--- config.mk ---
export PLATFORM = sky130hd
export DESIGN_NAME = io_map_router
export DESIGN_NICKNAME = d
export VERILOG_FILES = /design/src/rtl/io_map_router.sv
export SDC_FILE = /design/constraint.sdc
export NUM_CORES = 1
export LEC_CHECK = 0
export CORE_MARGIN = 5
export CORE_UTILIZATION = 48
export CTS_BUF_LIST = sky130_fd_sc_hd__clkbuf_4 sky130_fd_sc_hd__clkbuf_8
export DETAILED_ROUTE_END_ITERATION = 6
export PLACE_DENSITY = 0.84
export REMOVE_ABC_BUFFERS = 1
export SLEW_MARGIN = 20
export SYNTH_ARGS = -nofsm -noshare
export SYNTH_HDL_FRONTEND = slang
export SYNTH_SLANG_ARGS = --single-unit
--- constraint.sdc ---
create_clock -name clk -period 9.4 [get_ports clk]
set_input_delay 1.88 -clock clk [delete_from_list [all_inputs] [get_ports clk]]
set_output_delay 1.88 -clock clk [all_outputs]
set_load 0.03 [all_outputs]
--- src/rtl/io_map_router.sv ---
// Memory-mapped IO decoder: routes D-cache IO requests to external slave channels or a local register bank.
// Optional external-response watchdog enabled by defining IO_MAP_TIMEOUT_EN.
module io_map_router #(
   parameter logic [27:0] BASE_ADDR      = 28'h8000000,
   parameter int          NUM_EXT        = 2,
   parameter int          NUM_CTRL       = 4,
   parameter int          TIMEOUT_CYCLES = 255
) (
   input  logic                    clk,
   input  logic                    rst,
   input  logic [31:0]             io_mem_data_wr,
   output logic [31:0]             io_mem_data_rd,
   input  logic [27:0]             io_mem_data_addr,
   input  logic                    io_mem_rw_data,
   input  logic                    io_mem_valid_data,
   output logic                    io_mem_ready_data,
   output logic [NUM_EXT*32-1:0]   ext_mem_data_wr,
   input  logic [NUM_EXT*32-1:0]   ext_mem_data_rd,
   output logic [NUM_EXT*28-1:0]   ext_mem_data_addr,
   output logic [NUM_EXT-1:0]      ext_mem_rw_data,
   output logic [NUM_EXT-1:0]      ext_mem_valid_data,
   input  logic [NUM_EXT-1:0]      ext_mem_ready_data,
   output logic [NUM_CTRL*32-1:0]  ctrl_regs,
   output logic                    irq
);

`ifdef IO_MAP_TIMEOUT_EN
   localparam int EN_W = 3;
`else
   localparam int EN_W = 2;
`endif

   typedef enum logic [1:0] {S_IDLE, S_RESP, S_GAP} state_t;

   state_t             state_q, state_d;
   logic [27:0]        offset;
   logic               in_win;
   logic               ext_sel;
   logic               sel_tick, sel_cmp, sel_stat, sel_en, sel_ctrl;
   logic               unmapped;
   logic               accept, wr_commit, rd_access;
   logic               ext_active;
   logic [NUM_EXT-1:0] ch_hit;
   logic               ext_rdy_sel;
   logic [31:0]        ext_rd_sel;
   logic               timeout_hit;

   logic [31:0]        tick_q, tick_d;
   logic [31:0]        cmp_q, cmp_d;
   logic [2:0]         stat_q, stat_d;
   logic [EN_W-1:0]    en_q, en_d;
   logic [31:0]        ctrl_q [NUM_CTRL];
   logic [31:0]        ctrl_d [NUM_CTRL];
   logic [31:0]        rd_q, rd_d;

   // Address decode; addresses below the window wrap to huge offsets but in_win masks them.
   always_comb begin
      offset   = io_mem_data_addr - BASE_ADDR;
      in_win   = (io_mem_data_addr >= BASE_ADDR);
      ext_sel  = in_win && (offset < 28'(2 * NUM_EXT));
      sel_tick = in_win && (offset == 28'h10);
      sel_cmp  = in_win && (offset == 28'h11);
      sel_stat = in_win && (offset == 28'h12);
      sel_en   = in_win && (offset == 28'h13);
      sel_ctrl = in_win && (offset >= 28'h14) && (offset < 28'(20 + NUM_CTRL));
      unmapped = !ext_sel && !(sel_tick || sel_cmp || sel_stat || sel_en || sel_ctrl);
   end

   assign accept     = (state_q == S_IDLE) && io_mem_valid_data && !ext_sel;
   assign wr_commit  = accept && io_mem_rw_data;
   assign rd_access  = accept && !io_mem_rw_data;
   assign ext_active = (state_q == S_IDLE) && io_mem_valid_data && ext_sel;

   // Channel k owns offsets 2k and 2k+1.
   always_comb begin
      ch_hit      = '0;
      ext_rdy_sel = 1'b0;
      ext_rd_sel  = '0;
      for (int k = 0; k < NUM_EXT; k++) begin
         if (ext_active && (offset[27:1] == 27'(k))) begin
            ch_hit[k]   = 1'b1;
            ext_rdy_sel = ext_mem_ready_data[k];
            ext_rd_sel  = ext_mem_data_rd[k*32 +: 32];
         end
      end
   end

`ifdef IO_MAP_TIMEOUT_EN
   logic [15:0] wdog_q, wdog_d;
   logic        ext_wait;

   assign ext_wait    = ext_active && !ext_rdy_sel;
   assign timeout_hit = ext_wait && (wdog_q == 16'(TIMEOUT_CYCLES));
   assign wdog_d      = (ext_wait && !timeout_hit) ? wdog_q + 16'd1 : 16'd0;

   always_ff @(posedge clk or posedge rst) begin
      if (rst) wdog_q <= '0;
      else     wdog_q <= wdog_d;
   end
`else
   assign timeout_hit = 1'b0;
`endif

   always_comb begin
      ext_mem_valid_data = '0;
      ext_mem_rw_data    = '0;
      ext_mem_data_addr  = '0;
      ext_mem_data_wr    = '0;
      for (int k = 0; k < NUM_EXT; k++) begin
         if (ch_hit[k]) begin
            ext_mem_valid_data[k]        = !timeout_hit;
            ext_mem_rw_data[k]           = io_mem_rw_data;
            ext_mem_data_addr[k*28 +: 28] = io_mem_data_addr;
            ext_mem_data_wr[k*32 +: 32]   = io_mem_data_wr;
         end
      end
   end

   // Local handshake: IDLE accepts, RESP pulses ready, GAP idles one cycle.
   always_comb begin
      state_d = state_q;
      case (state_q)
         S_IDLE:  if (accept) state_d = S_RESP;
         S_RESP:  state_d = S_GAP;
         S_GAP:   state_d = S_IDLE;
         default: state_d = S_IDLE;
      endcase
   end

   always_comb begin
      io_mem_ready_data = 1'b0;
      io_mem_data_rd    = '0;
      if (state_q == S_RESP) begin
         io_mem_ready_data = 1'b1;
         io_mem_data_rd    = rd_q;
      end else if (timeout_hit) begin
         io_mem_ready_data = 1'b1;
         io_mem_data_rd    = 32'hDEADBEEF;
      end else if (ext_active) begin
         io_mem_ready_data = ext_rdy_sel;
         io_mem_data_rd    = ext_rd_sel;
      end
   end

   // Register-bank next state; writes commit on the IDLE->RESP edge.
   always_comb begin
      tick_d = (wr_commit && sel_tick) ? io_mem_data_wr : tick_q + 32'd1;
      cmp_d  = (wr_commit && sel_cmp)  ? io_mem_data_wr : cmp_q;
      en_d   = (wr_commit && sel_en)   ? io_mem_data_wr[EN_W-1:0] : en_q;

      stat_d = stat_q;
      if (wr_commit && sel_stat) stat_d = stat_q & ~io_mem_data_wr[2:0];
      if (tick_q == cmp_q)       stat_d[0] = 1'b1;
      if (accept && unmapped)    stat_d[1] = 1'b1;
      if (timeout_hit)           stat_d[2] = 1'b1;

      for (int i = 0; i < NUM_CTRL; i++) begin
         ctrl_d[i] = ctrl_q[i];
         if (wr_commit && (offset == 28'(20 + i))) ctrl_d[i] = io_mem_data_wr;
      end

      rd_d = '0;
      if (rd_access) begin
         if (sel_tick)      rd_d = tick_q;
         else if (sel_cmp)  rd_d = cmp_q;
         else if (sel_stat) rd_d = {29'b0, stat_q};
         else if (sel_en)   rd_d = 32'(en_q);
         for (int i = 0; i < NUM_CTRL; i++) begin
            if (offset == 28'(20 + i)) rd_d = ctrl_q[i];
         end
      end
   end

   always_ff @(posedge clk or posedge rst) begin
      if (rst) begin
         state_q <= S_IDLE;
         tick_q  <= '0;
         cmp_q   <= '0;
         stat_q  <= '0;
         en_q    <= '0;
         rd_q    <= '0;
         for (int i = 0; i < NUM_CTRL; i++) ctrl_q[i] <= '0;
      end else begin
         state_q <= state_d;
         tick_q  <= tick_d;
         cmp_q   <= cmp_d;
         stat_q  <= stat_d;
         en_q    <= en_d;
         rd_q    <= rd_d;
         for (int i = 0; i < NUM_CTRL; i++) ctrl_q[i] <= ctrl_d[i];
      end
   end

   always_comb begin
      for (int i = 0; i < NUM_CTRL; i++) ctrl_regs[i*32 +: 32] = ctrl_q[i];
   end

   assign irq = |(stat_q[EN_W-1:0] & en_q);

endmodule

# Word-level counts from Yosys, hierarchy flattened
# Index checks and enable logic that the tools add are counted.
# Widths: inputs -> output; s select.
[totals]
output_inout_bits = 286
word_cells = 102
inputBits = 130
register_bits = 231
[op_classes]
n_mux = 33
magnitude_cmp = 4
n_addsub = 2
bitwise = 3
eq_ne = 12
n_reduce_logical = 36
[ops]
columns = ["op", "count"]
rows = [
  ["$mux 32", 14],
  ["$eq 28x5->1 const B", 8],
  ["$mux 28", 2],
  ["$add 32x1->32 const B", 1],
  ["$eq 32x32->1", 1],
  ["$ge 28x28->1 const B", 1],
  ["$ge 28x5->1 const B", 1],
  ["$lt 28x3->1 const B", 1],
  ["$lt 28x5->1 const B", 1],
  ["$sub 28x28->28 const B", 1],
  ["$eq 27x1->1 const B", 1],
  ["$logic_not 27->1", 1],
  ["$logic_and 1x1->1", 24],
  ["$mux 1", 12],
  ["$mux 2", 3],
  ["$logic_or 1x1->1", 4],
  ["$pmux 2 s2", 1],
  ["$reduce_bool 2->1", 2],
  ["$and 3x3->3", 1],
  ["$logic_not 1->1", 3],
  ["$mux 3", 1],
  ["$not 3->3", 1],
  ["$and 2x2->2", 1],
  ["$eq 2x1->1 const B", 1],
  ["other kinds (3)", 3],
]

# Longest topological paths before layout
# Gate-level depths: netlist (run 1).
[logic_depth]
ltp_word = 12
depth_mapped = 9
ltp_nobuf = 6

# Least setup slack after synthesis (run 1)
# Ideal clock, no wire load.
[synth_timing]
path_kind = "input -> output"
startpoint = "input io_mem_data_addr[1]"
endpoint = "output io_mem_data_rd[21]"
required_time_ps = 7520
path_slack_ps = 3543
t_arrival_ps = 3977
cell_stages = 6
path_buffers = 4
path_cell_list = "buf_2 -> buf_1 -> clkbuf_1 -> clkbuf_1 -> o22ai_1 -> o21ai_0"
[synth_between]
elab_chain_cells = 9
elab_cells_between_ends = 13
cone_classes = "add/sub: 1; order compare: 2; eq/ne: 1; mux: 4; reduce/logical: 5"
[synth_rtl]
columns = ["element", "line", "rtl"]
rows = [
  ["start, declared", "13", "input logic [27:0] io_mem_data_addr,"],
  ["$sub 28x28->28", "58", "offset = io_mem_data_addr - BASE_ADDR;"],
  ["$lt 28x3->1", "60", "ext_sel = in_win && (offset < 28'(2 * NUM_EXT));"],
  ["$logic_and 1x1->1", "60", ""],
  ["$logic_and 1x1->1", "72", "assign ext_active = (state_q == S_IDLE) && io_mem_valid_data && ext_sel;"],
  ["$logic_and 1x1->1", "80", "if (ext_active && (offset[27:1] == 27'(k))) begin"],
  ["$mux 32 (2 in series)", "80", ""],
  ["$mux 32 (*)", "139", "end else if (ext_active) begin"],
  ["$mux 32 (*)", "133", "if (state_q == S_RESP) begin"],
  ["end, declared", "12", "output logic [31:0] io_mem_data_rd,"],
]
# Every way passes the cells marked *; elsewhere a longest branch is shown, timed or not.

# Worst setup path after layout (run 1)
[layout_timing]
startpoint = "input io_mem_data_addr[27]"
endpoint = "output io_mem_data_rd[6]"
# Same word-level chain as after synthesis.

==> impl_metrics.env, run 1 <==
export IMPL_run_status="finished, final reports clean"
export IMPL_num_rows=58
export IMPL_dp_hpwl_mm=28.30
export IMPL_final_common_cell="clkdlybuf4s50_1"
export IMPL_grt_pass1_wl_mm=61.42
export IMPL_first_pass_iters=5
export IMPL_regArea_sq_um=5781
export IMPL_crit_fanout=37
export IMPL_dp_cells=1699
export IMPL_dp_slack_ns=1.715
export IMPL_use_met3_pct=5.591
export IMPL_synth_area_top_cells="dfrtp_1 47%, mux2_2 17%, mux4_2 5.6%, xnor2_1 3.3%, buf_4 3.1%"
export IMPL_yosys_warnings=0
export IMPL_hold_viol=0
export IMPL_synth_cells=1074
export IMPL_max_freq_mhz=129.4
export IMPL_clockRootBuffer="clkbuf_8"
export IMPL_fill_cells=1964
export IMPL_cts_buffers=40
export IMPL_drv_slew=0
export IMPL_grt_max_degree=82
export IMPL_synth_seq_area_share_pct=46.60
export IMPL_relSlewSlack_pct=26.44
export IMPL_ant_nets=0
export IMPL_area_growth_syn_to_layout_pct=36.31
export IMPL_ys_seq_elements=231
export IMPL_post_route_min_period_ns=7.729
export IMPL_numPortBuffers=364
export IMPL_netlist_area_sq_um=12410
export IMPL_p_comb_share_pct=8.2
export IMPL_die_area_sq_um=29160
export IMPL_multi_input_area_sq_um=6072
export IMPL_finClkSkew_ns=0.03367
export IMPL_ys_flop_type="dfrtp_1"
export IMPL_final_cells=1771
export IMPL_total_power_mw=2.149
export IMPL_rsz0062_at_grt="no"
export IMPL_cp_arrival_ns=5.85
export IMPL_num_io_pins=416
export IMPL_seq_power_share_pct=46.4
export IMPL_async_flop_share_pct=100.0
export IMPL_synth_largest_area_cell="dfrtp_1"
export IMPL_layout_setup_ws_ns=1.671
export IMPL_grtUsageMet1_pct=32.62
export IMPL_synth_top_area_share_pct=46.60
export IMPL_p_sw_mw=0.5202
export IMPL_die_w_um=170.8
export IMPL_clk_path_buf_depth=3
export IMPL_grt_remaining_overflow=0
export IMPL_ctsHoldBuffers=0
export IMPL_cellPowerDensity_nw_per_um2=127.1
export IMPL_cp_required_ns=7.52
export IMPL_hold_worst_slack_ns=0.5077
export IMPL_core_area_sq_um=25330
export IMPL_avgSynthCellArea_sq_um=11.55
export IMPL_clock_sink_count=231
export IMPL_diodes=0
export IMPL_swShare_pct=24.21
export IMPL_wl_per_cell_um=22.97
export IMPL_internal_power_mw=1.629
export IMPL_antenna_found_initial=0
export IMPL_first_global_vias=10470
export IMPL_cts_resized=0
export IMPL_totalNegativeSetupSlack_ns=0
export IMPL_clkPwrFrac_pct=45.4
export IMPL_grt_busiest_layer="met2"
export IMPL_fin_crit_sh_pct=82.23
export IMPL_gp_congestion=0.8649
export IMPL_nets=1542
export IMPL_via_per_inst=5.657
export IMPL_final_cell_mix="362 x clkdlybuf4s50_1, 231 x dfrtp_1, 188 x mux2_2"
export IMPL_critPathKind="in -> out"
export IMPL_track_usage_pct=27.04
export IMPL_drive_above_1_share_pct=22.41
export IMPL_crit_path_end_kind="primary output"
export IMPL_setup_viol=0
export IMPL_synth_edff_count=0
export IMPL_drt_iter0_drc=659
export IMPL_die_h_um=170.8
export IMPL_route_detailed_drc=0
export IMPL_ir_drop_uv=90.51
export IMPL_hp_class="reg -> reg"
export IMPL_met2_usage_pct=48.61
export IMPL_start_kind="input pin"
export IMPL_initial_core_util_pct=48.98
export IMPL_drv_cap=0
export IMPL_tightest_slew_ns=1.102
export IMPL_ys_types=49
export IMPL_via_count=10020
export IMPL_cts_tree="yes"
export IMPL_clock_latency_ns=0.54
export IMPL_clk_pin_slew_ns=0.05
export IMPL_wirelength_mm=40.69
export IMPL_htree_levels=2
export IMPL_post_cts_buffers=0
export IMPL_power_leakage_nw=7.471
==> worst max-delay path: stages <==
cell and delay, ns:
clkdlybuf4s50_1 0.50, or4b_4 0.50, nor3_2 0.32, and4_2 0.85
and2_1 0.81, a221o_1 0.29, clkdlybuf4s50_1 0.68
==> power by group through the flow <==
stage | logic, mW | clock network [mW] | registers, mW
3_3_place_gp | 0.176 | 0 | 1.01
2_1_floorplan | 0.0669 | 0 | 1.01
6_report | 0.176 | 0.976 | 0.997
4_1_cts | 0.177 | 0.995 | 0.997
5_1_grt | 0.189 | 1.04 | 0.996
3_5_place_dp | 0.176 | 0 | 1.01
==> per-layer routing <==
layer	part of all wire [%]	routed length, um
met1	38	15440
met2	52	21110
met3	7.2	2940
met4	2.9	1200
met5	0	0
==> cell families after synthesis <==
logic type                 Yosys count  synth area share, %
buffers and inverters              142                6.253
xor gates and xnor gates            62                4.377
AOI/OAI and AO/OA                  132                6.979
adders and majority gates            1               0.1008
and+or+nand+nor                    280                12.44
muxes                              225                23.23
DFF                                231                46.60
other                                1              0.03023
==> cell type report <==
| type | instances | share of cell area (%) |
|---|---|---|
| repair buffers | 376 | 22.07 |
| well taps | 330 | 2.442 |
| multi-input cells | 751 | 35.91 |
| clock buffers | 66 | 4.743 |
| clock inverters | 6 | 0.3626 |
| flip-flops and latches | 231 | 34.18 |
| inverters | 11 | 0.2886 |
==> synthesized netlist by cell type, drive strengths merged, types with 3 or more instances <==
| cell type | n |
|---|---|
| o21ai | 20 |
| a22oi | 29 |
| o211ai | 3 |
| nand4 | 23 |
| and2 | 39 |
| nor3 | 8 |
| and3 | 41 |
| nor3b | 16 |
| a21oi | 38 |
| nand2 | 30 |
| buf | 82 |
| nand3 | 22 |
| mux2 | 193 |
| dfrtp | 231 |
| nor2 | 75 |
| nor4 | 13 |
| inv | 11 |
| xnor2 | 47 |
| clkbuf | 49 |
| a221o | 16 |
| o22ai | 20 |
| or4 | 3 |
| xor2 | 15 |
| mux4 | 31 |
| a22o | 3 |
==> path summary, 6_finish.rpt <==
kind | from | slack, ns | to | depth (start not counted)
worst max register to register | state_q[1] | 6.41 | ctrl_regs[49] | 4
worst max-delay path | io_mem_data_addr[27] | 1.67 | io_mem_data_rd[6] | 7
worst min-delay path | stat_q[2] | 0.51 | stat_q[2] | 2
max in group asynchronous | rst | 6.20 | ctrl_regs[9] | 3
worst min register to register | stat_q[2] | 0.51 | stat_q[2] | 2
min in group asynchronous | rst | 1.83 | ctrl_regs[81] | 2
==> sequential cells by signal, summed over array words and instances, names as in the netlist <==
| signal | count |
|---|---|
| cmp_q | 32 |
| ctrl_regs | 128 |
| en_q | 2 |
| rd_q | 32 |
| stat_q | 3 |
| state_q | 2 |
| tick_q | 32 |
==> stage by stage <==
step,util [%],area [sq um]
after floorplan,-,11860
after global placement,63.31,16040
after detailed placement,63.31,16040
after CTS,66.72,16900
after global routing,66.77,16910
final,66.77,16910
Note: power is estimated with default switching activity, not from simulation.
==> run 2, diff against run 1 <==
--- a/config.mk
+++ b/config.mk
@@ -6,10 +6,10 @@
 export NUM_CORES = 1
 export LEC_CHECK = 0
 export CORE_MARGIN = 5
-export CORE_UTILIZATION = 48
+export CORE_UTILIZATION = 43
 export CTS_BUF_LIST = sky130_fd_sc_hd__clkbuf_4 sky130_fd_sc_hd__clkbuf_8
 export DETAILED_ROUTE_END_ITERATION = 6
-export PLACE_DENSITY = 0.84
+export PLACE_DENSITY = 0.79
 export REMOVE_ABC_BUFFERS = 1
 export SLEW_MARGIN = 20
 export SYNTH_ARGS = -nofsm -noshare
==> constraint.sdc (replaced) <==
create_clock -name clk -period 6.85 [get_ports clk]
set_input_delay 1.37 -clock clk [delete_from_list [all_inputs] [get_ports clk]]
set_output_delay 1.37 -clock clk [all_outputs]
set_load 0.03 [all_outputs]
==> impl_metrics.env, run 2 (synthesis results as in run 1) <==
export IMPL_hold_viol=0
export IMPL_antenna_found_initial=0
export IMPL_crit_path_max_incr_delay_ns=0.74
export IMPL_dp_hpwl_mm=28.14
export IMPL_cts_buffers=42
export IMPL_grt_max_degree=142
export IMPL_crit_fanout=18
export IMPL_ant_nets=0
export IMPL_gp_congestion=0.8389
export IMPL_fin_crit_sh_pct=87.05
export IMPL_drt_iter0_drc=462
export IMPL_dpl_cell_area_sq_um=16200
export IMPL_cp_arrival_ns=4.59
export IMPL_rsz0062_at_grt="no"
export IMPL_track_usage_pct=24.33
export IMPL_cp_slowest_cell="clkdlybuf4s50_1"
export IMPL_diodes=0
export IMPL_num_io_pins=416
export IMPL_clock_sink_count=231
export IMPL_num_rows=62
export IMPL_multi_input_area_sq_um=6088
export IMPL_power_leakage_nw=7.574
export IMPL_wl_per_cell_um=22.33
export IMPL_clockRootBuffer="clkbuf_8"
export IMPL_grt_pass1_wl_mm=63.14
export IMPL_numPortBuffers=364
export IMPL_via_count=9943
export IMPL_ir_drop_uv=139.7
export IMPL_final_common_cell="clkdlybuf4s50_1"
export IMPL_path_cells="clkdlybuf4s50_1, or4b_4, nor3_2, and4_2, and2_1, buf_4, clkdlybuf4s50_1"
export IMPL_cellPowerDensity_nw_per_um2=176.0
export IMPL_largest_register_ffs=128
export IMPL_critPathTopFamily="simple AND/OR/NAND/NOR gates"
export IMPL_cp_required_ns=5.48
export IMPL_start_kind="input pin"
export IMPL_critPathKind="in -> out"
export IMPL_post_cts_buffers=0
export IMPL_clk_path_buf_depth=3
export IMPL_post_route_min_period_ns=5.963
export IMPL_fill_cells=2282
export IMPL_clock_latency_ns=0.55
export IMPL_tightest_slew_ns=1.147
export IMPL_path_buf_inv=3
export IMPL_hp_class="reg -> reg"
export IMPL_setup_viol=0
export IMPL_final_cells=1829
export IMPL_dp_cells=1754
export IMPL_route_detailed_drc=0
export IMPL_die_h_um=179.9
export IMPL_crit_path_end_kind="primary output"
export IMPL_relSlewSlack_pct=22.82
export IMPL_final_cell_mix="346 x clkdlybuf4s50_1, 231 x dfrtp_1, 188 x mux2_2"
export IMPL_wirelength_mm=40.84
export IMPL_cts_tree="yes"
export IMPL_die_w_um=179.9
export IMPL_die_area_sq_um=32350
export IMPL_first_pass_iters=5
export IMPL_ctsHoldBuffers=0
export IMPL_layout_setup_ws_ns=0.8873
export IMPL_run_status="finished, final reports clean"
export IMPL_drv_slew=0
export IMPL_initial_core_util_pct=43.34
export IMPL_grt_remaining_overflow=0
export IMPL_area_growth_syn_to_layout_pct=38.43
export IMPL_finClkSkew_ns=0.03635
export IMPL_regArea_sq_um=5781
export IMPL_core_area_sq_um=28630
export IMPL_cts_resized=0
export IMPL_fin_area_sq_um=17170
export IMPL_htree_levels=2
export IMPL_nets=1546
export IMPL_max_freq_mhz=167.7
export IMPL_via_per_inst=5.436
export IMPL_first_global_vias=10760
export IMPL_drv_cap=0
export IMPL_clk_pin_slew_ns=0.05
export IMPL_dp_slack_ns=0.9021
export IMPL_cp_common_cell="clkdlybuf4s50_1"
export IMPL_drive_above_1_share_pct=23.81
[run 2: per-layer routing]
metal | track usage, % | up-vias | part of all wire [%]
met4 | 7.254 | 0 | 2.6
met5 | 0 | - | 0
li1 | - | 4472 | -
met2 | 43.42 | 381 | 51
met3 | 6.063 | 67 | 6.5
met1 | 29.10 | 5023 | 40
[run 2: worst min-delay path: stages (launching register included)]
cell and delay (ns):
dfrtp_1 0.37, inv_1 0.05, a31oi_1 0.03
[run 2: final cells by class]
| class | count | share of cell area, % |
|---|---|---|
| clock buffer | 66 | 4.962 |
| clock inverter | 8 | 0.4299 |
| inverter | 11 | 0.2842 |
| multi-input combinational | 751 | 35.45 |
| sequential | 231 | 33.66 |
| tap | 384 | 2.798 |
| timing repair buffer | 378 | 22.41 |
[run 2: power by group]
part	switching [mW]	total (mW)	internal, mW
Combinational	0.151	0.245	0.0937
Sequential	0.00160	1.37	1.37
Clock	0.581	1.41	0.829
[run 2: per-stage QoR]
stage / power, mW / hold WS, ns / TNS (ns) / util, %
after floorplan: 1.484 / 0.4697 / -197.03 / -
after global placement: 1.634 / 0.4813 / 0 / 56.58
after detailed placement: 1.636 / 0.4886 / 0 / 56.58
after CTS: 3.053 / 0.4947 / 0 / 59.82
after global routing: 3.134 / 0.5326 / 0 / 59.99
final: 3.023 / 0.4980 / 0 / 59.99
[run 2: path summary, 6_finish.rpt]
| check | startpoint | to | slack (ns) | depth (start not counted) |
|---|---|---|---|---|
| worst max register to register | state_q[1] | ctrl_regs[64] | 4.23 | 4 |
| max in group asynchronous | rst | ctrl_regs[34] | 4.61 | 3 |
| worst max-delay path | io_mem_data_addr[27] | ext_mem_valid_data[1] | 0.89 | 7 |
| worst min-delay path | stat_q[2] | stat_q[2] | 0.50 | 2 |
| min in group asynchronous | rst | ctrl_regs[111] | 1.22 | 2 |
| worst min register to register | stat_q[2] | stat_q[2] | 0.50 | 2 |
